`src/rtl/ldtu_out_fifo.sv`:
```
// Output word buffer between the LiteDTU control unit and the serializer.
// Early full flag absorbs the control unit's one-cycle registered write; reads on empty return an idle word.
module ldtu_out_fifo #(
    parameter int          Nbits_32       = 32,
    parameter int          FifoDepth_buff = 64,
    parameter int          bits_ptr       = 6,
    parameter logic [31:0] IdlePattern    = 32'hEAAAAAAA
) (
    input  logic                CLK,
    input  logic                rst_b,
    input  logic                write_signal,
    input  logic [Nbits_32-1:0] DATA_from_CU,
    input  logic                read_signal,
    output logic                full,
    output logic                empty,
    output logic [Nbits_32-1:0] DATA_out,
    output logic                data_valid,
    output logic [bits_ptr:0]   occupancy,
    output logic                overflow,
    output logic                underrun
);

    localparam logic [bits_ptr:0] DEPTH_C   = (bits_ptr + 1)'(FifoDepth_buff);
    localparam logic [bits_ptr:0] ALMOST_C  = (bits_ptr + 1)'(FifoDepth_buff - 1);
    localparam logic [Nbits_32-1:0] IDLE_C  = Nbits_32'(IdlePattern);

    logic [Nbits_32-1:0] mem [FifoDepth_buff];

    logic [bits_ptr-1:0] wr_ptr_q, wr_ptr_d;
    logic [bits_ptr-1:0] rd_ptr_q, rd_ptr_d;
    logic [bits_ptr:0]   occ_q, occ_d;
    logic [Nbits_32-1:0] dout_q, dout_d;
    logic                valid_q, valid_d;
    logic                ovf_q, ovf_d;
    logic                udr_q, udr_d;

    logic wr_accept;
    logic rd_accept;

    // Both accept decisions look at the pre-read occupancy, so a full FIFO drops a write even when read in the same cycle.
    assign wr_accept = write_signal && (occ_q < DEPTH_C);
    assign rd_accept = read_signal && (occ_q != '0);

    always_comb begin
        wr_ptr_d = wr_ptr_q;
        rd_ptr_d = rd_ptr_q;
        occ_d    = occ_q;
        dout_d   = dout_q;
        valid_d  = 1'b0;
        ovf_d    = ovf_q;
        udr_d    = udr_q;

        if (wr_accept) begin
            wr_ptr_d = wr_ptr_q + 1'b1;
        end else if (write_signal) begin
            ovf_d = 1'b1;
        end

        if (rd_accept) begin
            rd_ptr_d = rd_ptr_q + 1'b1;
            dout_d   = mem[rd_ptr_q];
            valid_d  = 1'b1;
        end else if (read_signal) begin
            dout_d = IDLE_C;
            udr_d  = 1'b1;
        end

        case ({wr_accept, rd_accept})
            2'b10:   occ_d = occ_q + 1'b1;
            2'b01:   occ_d = occ_q - 1'b1;
            default: occ_d = occ_q;
        endcase
    end

    always_ff @(posedge CLK or negedge rst_b) begin
        if (!rst_b) begin
            wr_ptr_q <= '0;
            rd_ptr_q <= '0;
            occ_q    <= '0;
            dout_q   <= IDLE_C;
            valid_q  <= 1'b0;
            ovf_q    <= 1'b0;
            udr_q    <= 1'b0;
        end else begin
            wr_ptr_q <= wr_ptr_d;
            rd_ptr_q <= rd_ptr_d;
            occ_q    <= occ_d;
            dout_q   <= dout_d;
            valid_q  <= valid_d;
            ovf_q    <= ovf_d;
            udr_q    <= udr_d;
        end
    end

    // Storage array is deliberately left out of reset.
    always_ff @(posedge CLK) begin
        if (wr_accept) begin
            mem[wr_ptr_q] <= DATA_from_CU;
        end
    end

    assign full       = (occ_q >= ALMOST_C);
    assign empty      = (occ_q == '0);
    assign occupancy  = occ_q;
    assign DATA_out   = dout_q;
    assign data_valid = valid_q;
    assign overflow   = ovf_q;
    assign underrun   = udr_q;

endmodule

```
`config.mk`:
```
export PLATFORM = sky130hd
export DESIGN_NAME = ldtu_out_fifo
export DESIGN_NICKNAME = d
export VERILOG_FILES = /design/src/rtl/ldtu_out_fifo.sv
export SDC_FILE = /design/constraint.sdc
export NUM_CORES = 2
export LEC_CHECK = 0
export ABC_CLOCK_PERIOD_IN_PS = 6800
export CORE_MARGIN = 10
export CORE_UTILIZATION = 62
export DETAILED_ROUTE_END_ITERATION = 12
export PLACE_DENSITY = 0.77
export SETUP_SLACK_MARGIN = 0.05
export SLEW_MARGIN = 20
export SYNTH_ARGS = -nofsm -noshare
export SYNTH_HDL_FRONTEND = slang
export SYNTH_SLANG_ARGS = --single-unit
```
`constraint.sdc`:
```
create_clock -name CLK -period 6.8 [get_ports CLK]
set_clock_uncertainty 0.15 [all_clocks]
set_input_delay 1.02 -clock CLK [delete_from_list [all_inputs] [get_ports CLK]]
set_output_delay 1.02 -clock CLK [all_outputs]
set_load 0.005 [all_outputs]
```
=== Word-level counts from Yosys, hierarchy flattened ===
Memories as Yosys holds them, arrays and structs flattened.
Cells that the tools add are included.

* Flip-flop bits (word level): 54
* Latch bits: 0
* Memory bits (writable): 2048
* Memory bits (read-only): 0
* Bits of input ports: 36
* Output and inout bits: 44
* Logic and storage cells: 32
* Memories: 1

* Add/sub/neg operators: 4
* Multipliers: 0
* Div/mod/pow operators: 0
* Magnitude comparators: 2
* Equal/unequal tests: 2
* Shifts and indexed selects: 0
* Muxes and demuxes: 6
* Bitwise logic cells: 2
* Reductions and logical operators: 8

{| class="wikitable"
|+ Memories
! name !! words !! width !! read ports !! clocked after Yosys merged registers in !! wr ports !! line !! source
|-
| mem || 64 || 32 || 1 || 0 || 1 || 27 || <nowiki>logic [Nbits_32-1:0] mem [FifoDepth_buff];</nowiki>
|}

{| class="wikitable"
|+ Operators by type and width
! operator !! count
|-
| 32-bit 2-to-1 mux || 2
|-
| 7-bit case mux with 2 select lines || 1
|-
| 6-bit by 1-bit adder with 6-bit output (second input constant) || 2
|-
| 7-bit by 1-bit adder with 7-bit output (second input constant) || 1
|-
| 7-bit by 6-bit >= comparator with 1-bit output (second input constant) || 1
|-
| 7-bit logical NOT || 1
|-
| 7-bit less-than comparator (second input constant) || 1
|-
| 7-bit nonzero test || 1
|-
| 7-bit by 1-bit subtractor with 7-bit output (second input constant) || 1
|-
| 2-bit AND reduction || 2
|-
| 2-bit nonzero test || 2
|-
| 1-bit 2-to-1 mux || 3
|-
| 2-bit by 1-bit equality test with 1-bit output (second input constant) || 1
|-
| 2-bit equality test (second input constant) || 1
|-
| 1-bit logical AND || 2
|-
| 1-bit NOT || 2
|}

=== Longest topological paths before layout ===
* Depth after elaboration: 4
* Gate-level depth with buffers: 15
* Depth with buffers taken out: 12

=== Worst setup path before layout ===
Ideal clock, no wire load.

* Kind: input-to-reg
* Start: input port write_signal
* End: memory mem[48][0], enable pin
* Library setup time: 0.501 ns
* Data arrival time: 4.809 ns
* Data required time: 6.149 ns
* Setup slack: 1.339 ns
* Cell stages on the path: 4
* Path buffers: 1
* Cell sequence: nor2b_1 -> clkbuf_1 -> nand3_1 -> nor4_1

* Cells in the longest elaborated chain, start to end: 3

{| class="wikitable"
|+ Ends and longest elaborated chain
! what !! line !! source
|-
| start, declared || 11 || <nowiki>input logic write_signal,</nowiki>
|-
| 1-bit logical AND || 41 || <nowiki>assign wr_accept = write_signal && (occ_q < DEPTH_C);</nowiki>
|-
| 1-bit 2-to-1 mux || 97 || <nowiki>if (wr_accept) begin</nowiki>
|-
| 1-bit 2-to-1 mux (not written as such) || 98 || <nowiki>mem[wr_ptr_q] <= DATA_from_CU;</nowiki>
|-
| end, declared || 27 ||
|}

No other way between the ends.

=== Worst setup path after layout ===
* Start: register occ_q[2] (netlist: occupancy[2])
* End: register occ_q[6] (netlist: occupancy[6])

* Cells in the longest elaborated chain, start to end: 4
* Elaborated cells between the ends (all ways): 10
* Classes of those cells: 2 x add/sub; 1 x order compare; 2 x eq/ne; 1 x mux; 4 x reduce/logical

{| class="wikitable"
|+ Ends and longest elaborated chain
! what !! line !! source
|-
| start, declared || 31 || <nowiki>logic [bits_ptr:0] occ_q, occ_d;</nowiki>
|-
| start signal, assigned || 79 || <nowiki>occ_q <= '0;</nowiki>
|-
| start signal, assigned || 87 || <nowiki>occ_q <= occ_d;</nowiki>
|-
| 7-bit less-than comparator / 7-bit nonzero test (equally long branches) || 41, 42 ||
|-
| 1-bit logical AND, on equally long branches || 41, 42 ||
|-
| 2-bit by 1-bit equality test with 1-bit output / 2-bit equality test (equally long branches) || 68 || <nowiki>case ({wr_accept, rd_accept})</nowiki>
|-
| 7-bit case mux with 2 select lines / 2-bit nonzero test (equally long branches) || - ||
|}

Parallel ways exist; a longest one is shown, timed or not.
A chain may end at the register's enable or synchronous reset.

==> impl_metrics.json <==
{
  "holdBufCountCts": 0,
  "rsz0062_at_grt": "false",
  "cts_setup_buffers": 0,
  "dp_cells": 5183,
  "core.rowCount": 132,
  "place_ws_ns": 2.00,
  "die_w_um": 380,
  "reg2regPathDepth": 12,
  "grt_overflow": 0,
  "maxCapViolations": 0,
  "routedWlPerCell_um": 37.5,
  "syn_area_per_cell_um2": 23.3,
  "status": "completed",
  "cts_tree": "yes",
  "port-buffer-count": 79,
  "reg2reg_slack_ns": 2.40,
  "synth-main-ff-cell": "edfxtp_1",
  "crit_type": "reg -> reg",
  "drcViolationCount": 0,
  "grt_pass1_wl_mm": 297,
  "drtIter0Drc": 6310,
  "place_area_mm2": 0.0841,
  "max_freq_mhz": 227,
  "slew_headroom_pct": 21.9,
  "r2r-end": "occupancy[6]",
  "core_region_area_mm2": 0.129,
  "syn_area_mm2": 0.0805,
  "drv_slew": 0,
  "yosysWarnings": 0,
  "synth-edff-count": 2048,
  "clk_latency_ns": 0.85,
  "arrival_ns": 5.03,
  "area_growth_syn_to_layout_pct": 13.2,
  "finalInstanceArea_mm2": 0.0912,
  "setup_ws_ns": 2.40,
  "cts_resized": 0,
  "firstDrtPassIters": 5,
  "finalSetupTns_ns": 0,
  "routabilityCongestion": 0.894,
  "grt_max_degree": 103,
  "yosys.area.top_type": "edfxtp_1",
  "async_reset_ff_share_pct": 2.57,
  "layout.cells.non_filler": 5574,
  "cts_buffers": 198,
  "synth.distinct_cells": 60,
  "period_share_pct": 64.8,
  "worstPathMaxFanout": 15,
  "cp.required_ns": 7.42,
  "synthesis.nets": 3489,
  "crit_end": "occupancy[6]",
  "synth.area.top_cells": "edfxtp_1 76%, mux4_2 16%, dfrtp_1 1.2%",
  "min_path_type": "in -> async",
  "fin_crit_ns": 4.40,
  "cp-startpoint": "occupancy[2]",
  "grt_use_total_pct": 28.5,
  "wl_mm": 209,
  "ant_nets": 0,
  "setup_viol": 0,
  "p_leak_nw": 28.3,
  "cts.sinks": 2102,
  "startpoint_type": "register",
  "powerDensity_mw_per_mm2": 401,
  "cp_slowest_stage_delay_ns": 0.67,
  "io_pins": 80,
  "syn_inst": 3448,
  "clk_path_buf_depth": 3,
  "crit_chain": "or4_1, o21ai_2, inv_2, ha_1, xor2_1, ha_1, and3b_1, o21ai_0, or4_1, nor2b_1, a221oi_1, xor2_1",
  "dp_hpwl_mm": 114,
  "finalPower_w": 0.0366,
  "grt_pass1_vias": 39802,
  "dr_total_vias": 39657,
  "nNetsFinal": 3707,
  "cp.depth": 12,
  "path_buf_inv": 1,
  "cts_root_buf": "clkbuf_16",
  "worst_slew_pin_slew_ns": 1.17,
  "critPathSlowestCell": "or4_1",
  "die-area_mm2": 0.145,
  "finalHoldViolations": 0,
  "antenna_found_initial": 12,
  "cp-end-kind": "register",
  "path_clk_slew_ns": 0.06,
  "ys_ff_latch": 2102,
  "ir_worst_vdd_v": 0.000381,
  "reg2reg_from": "occupancy[2]",
  "dieHeight_um": 380,
  "drive_gt1_share_pct": 29.8,
  "viasPerCell": 7.11,
  "cts_max_level": 4,
  "start_util_pct": 62.2,
  "seq_area_frac_synth_pct": 78.1,
  "yosys.area.top_type_share_pct": 76.4,
  "n_fill_cell": 7073,
  "cp_top_family": "simple AND/OR/NAND/NOR gates"
}
[layout make-up]
type / instances / area [um2] / area share (%)
Inverter: 6 / 22.5 / 0.0247
Antenna cell: 2 / 5.00 / 0.00549
Timing Repair Buffer: 211 / 2580 / 2.84
Clock inverter: 106 / 1150 / 1.26
Tap cell: 1742 / 2180 / 2.39
Multi-Input combinational cell: 1147 / 17100 / 18.7
Sequential cell: 2102 / 62900 / 69.0
Clock buffer: 258 / 5260 / 5.77
[sequential cells by signal (all words and copies together) (netlist names)]
register,flops
occupancy,7
underrun,1
overflow,1
wr_ptr_q,6
data_valid,1
rd_ptr_q,6
DATA_out,32
mem,2048
[per-stage QoR]
| stage | util, % | hold slack, ns |
|---|---|---|
| 2_1_floorplan | - | 0.301 |
| 3_3_place_gp | 64.6 | 0.309 |
| 3_5_place_dp | 65.0 | 0.318 |
| 4_1_cts | 70.0 | 0.143 |
| 5_1_grt | 70.5 | 0.185 |
| 6_report | 70.5 | 0.163 |
[worst min path at each step]
stage                     depth (start not counted)     endpoint     start
after floorplan                                   1     overflow  overflow
after global placement                            1     underrun  underrun
after detailed placement                          1     underrun  underrun
after CTS                                         1   data_valid     rst_b
after global routing                              1  rd_ptr_q[0]     rst_b
final                                             1  rd_ptr_q[0]     rst_b
[cells by family after synthesis]
logic type | count (synthesis) | share of synthesized area [%]
multiplexers | 658 | 17.1
adder cells (fa/ha/maj) | 5 | 0.0777
XOR/XNOR | 18 | 0.196
buffers and inverters | 199 | 1.27
flip-flops | 2102 | 78.1
AO/OA/AOI/OAI | 185 | 1.60
AND/OR/NAND/NOR | 281 | 1.64
[Yosys cell counts, drive strengths merged, types with 6 or more instances]
cell type and instances:
nor3 14, o22ai 48, a22oi 14, clkbuf 73, dfstp 17, mux4 572
xnor2 8, o211ai 6, a21oi 11, or3 13, nand3 30, a211oi 17
nand2b 10, nand4 9, a2111oi 6, a32oi 9, nor4 6, mux2 34
o21ai 31, xor2 10, edfxtp 2048, o32ai 6, o221ai 8, nand2 64
nor2 100, buf 120, dfrtp 37, mux2i 52, nor2b 18
[worst register-to-register path, delay by kind of cell, from the launching register on]
kind	cells	cell delay, ns
XOR/XNOR	2	0.44
AO/OA/AOI/OAI	3	0.84
buffers and inverters	1	0.29
flip-flops	1	0.49
adder cells (fa/ha/maj)	2	0.66
AND/OR/NAND/NOR	4	1.46
[metal layers]
| layer | wire, um | vias up | track usage (%) |
|---|---|---|---|
| met2 | 102000 | 3121 | 44.8 |
| li1 | - | 15170 | - |
| met3 | 27300 | 464 | 8.64 |
| met5 | 122 | - | 0 |
| met4 | 6730 | 18 | 8.60 |
| met1 | 72600 | 20884 | 38.9 |
[layout by cell type (no fill, tap or decap), drive strengths merged, types with 4 or more instances in the layout]
cell           netlist  routed
edfxtp            2048    2048
mux4               572     572
clkbuf              73     258
buf                120     166
nor2               100     100
clkinv               1      75
nand2               64      64
mux2i               52      52
o22ai               48      48
clkdlybuf4s50        0      45
dfrtp               37      37
mux2                34      34
o21ai               31      31
nand3               30      30
nor2b               18      18
dfstp               17      17
a211oi              17      17
bufinv               0      17
a22oi               14      14
nor3                14      14
or3                 13      13
inv                  5      13
a21oi               11      11
xor2                10      10
nand2b              10      10
nand4                9       9
a32oi                9       9
o221ai               8       8
xnor2                8       8
clkinvlp             0       7
o211ai               6       6
a2111oi              6       6
o32ai                6       6
nor4                 6       6
or2                  5       5
a221oi               5       5
o21bai               5       5
ha                   5       5
o41ai                4       4
[power breakdown]
group          switching, W  internal (W)  total, W  leakage (nW)
Clock               0.00485       0.00614    0.0110          3.10
Sequential         0.000803        0.0147    0.0155          19.0
Combinational       0.00563       0.00445    0.0101          6.18
Note: power is estimated with default switching activity, not from simulation.
==> edit: new RTL, config.mk and constraints unchanged <==
Set the parameter `Nbits_32` to 40 (it was 32).
--- a/src/rtl/ldtu_out_fifo.sv
+++ b/src/rtl/ldtu_out_fifo.sv
@@ -1,7 +1,7 @@
 // Output word buffer between the LiteDTU control unit and the serializer.
 // Early full flag absorbs the control unit's one-cycle registered write; reads on empty return an idle word.
 module ldtu_out_fifo #(
-    parameter int          Nbits_32       = 32,
+    parameter int          Nbits_32       = 40,
     parameter int          FifoDepth_buff = 64,
     parameter int          bits_ptr       = 6,
     parameter logic [31:0] IdlePattern    = 32'hEAAAAAAA
Ports: changed (resized DATA_from_CU and DATA_out); port bits go from 80 to 96. The function was not compared with the original's and may differ.
==> edit against the original RTL <==
Power grew 23%. Cell area grew 23%. Via count grew 28%. Sequential cell count grew 520. Sequential share of layout area grew 0.98 points. First-iteration DRC count grew 53%. Worst setup slack lost 0.32 ns. Sequential power grew 23%. Clock power grew 18%. Wire length grew 29%. Critical path depth shrank 6. Synthesized area grew 25%. Largest cell class unchanged. Largest power group unchanged.
==> edit: results (changes against the original RTL) <==
- The async set or reset register ratio after synthesis is 2.365% (-0.20 points).
- The non-clock buffering overhead in the final layout came to 2.080% (-0.76 points).
- The global-route total usage across every layer is 30.15% (+1.7 points).
- The count of flip-flops with a built-in enable after synthesis was 2560 (+25%).
- The cell count after placement was 6612 (+28%).
- The final non-filler cell total came to 7056 (+27%).
- The via count of the first global-routing pass is 49560 (+25%).
- The register bit total from synthesis is 2622 (+25%).
- The maximum number of pins on one net before global-route repair is 131 (+27%).
- The worst-case headroom to the max-slew limit is 14.76% (-7.1 points).
- The first-pass GRT wire length is 382.1 mm (+29%).
- The sequential cell area fraction in the yosys report is 78.12% (about the same).
- The clock distribution area overhead in the final layout was 6.677% (-0.36 points).
- The number of buffers inserted during clock tree synthesis is 237 (+20%).
- The run finished with clean final reports.
- The hold-fix buffer count after cts is 1 (+1).
- The number of cells on the worst reg-to-reg path came to 6 (-6).
- The kind of cell with the highest combined delay along the critical path is compound AO/OA/AOI/OAI gates.
- The distinct cell type count after synthesis is 67 (+12%).
- The net load switching power is 0.01435 W (+27%).
- The clock latency on the worst-skew pair is 0.91 ns (+0.06 ns).
- The mean area per synthesized cell is 22.70 µm² (-2.8%).
- The critical-path maximum fanout came to 43 (+28).
- The first-pass iteration count of the detailed router is 6 (+1).
- The average wire per cell in the routed design is 38.10 µm (+1.5%).
- The number of flip-flops under the largest register name was 2560 (+25%).
- The pre-CTS setup slack was 1.737 ns (-0.2650 ns).
- The setup slack of the worst register-to-register path is 2.08 ns (-0.32 ns).
- The number of vias in the routed layout came to 50604 (+28%).
- The fraction of area in registers is 69.97% (+0.98 points).
- The cell with the largest stage delay on the worst path is a2111oi_0.
- The worst endpoint data arrival time is 5.40 ns (+0.37 ns).
- The instance area at placement is 104600 µm² (+24%).
- The tightest hold margin is 0.3083 ns (+0.1456 ns).
- The most critical setup path has its startpoint at rd_ptr_q[0].
- The proportion of netlist area held by the largest area contributor is 76.55% (+0.15 points).
==> edit: per-layer routing <==
| layer | routed length (µm) | share of wire [%] | track usage [%] | vias to the layer above |
|---|---|---|---|---|
| met1 | 92100 | 34 | 42.38 | 26199 |
| li1 | - | - | - | 19395 |
| met3 | 39140 | 15 | 8.247 | 596 |
| met2 | 125500 | 47 | 45.77 | 4394 |
| met5 | 115 | 0.043 | 0 | - |
| met4 | 12010 | 4.5 | 11.54 | 20 |
==> edit: logic make-up after synthesis <==
group                    after synthesis  synth area share (%)
AO/OA/AOI/OAI                        374                 2.773
flip-flops                          2622                 78.12
buffers and inverters                263                 1.474
XOR/XNOR                              19                0.1657
adder cells (fa/ha/maj)                5               0.06230
AND/OR/NAND/NOR                      263                 1.211
multiplexers                         878                 16.20
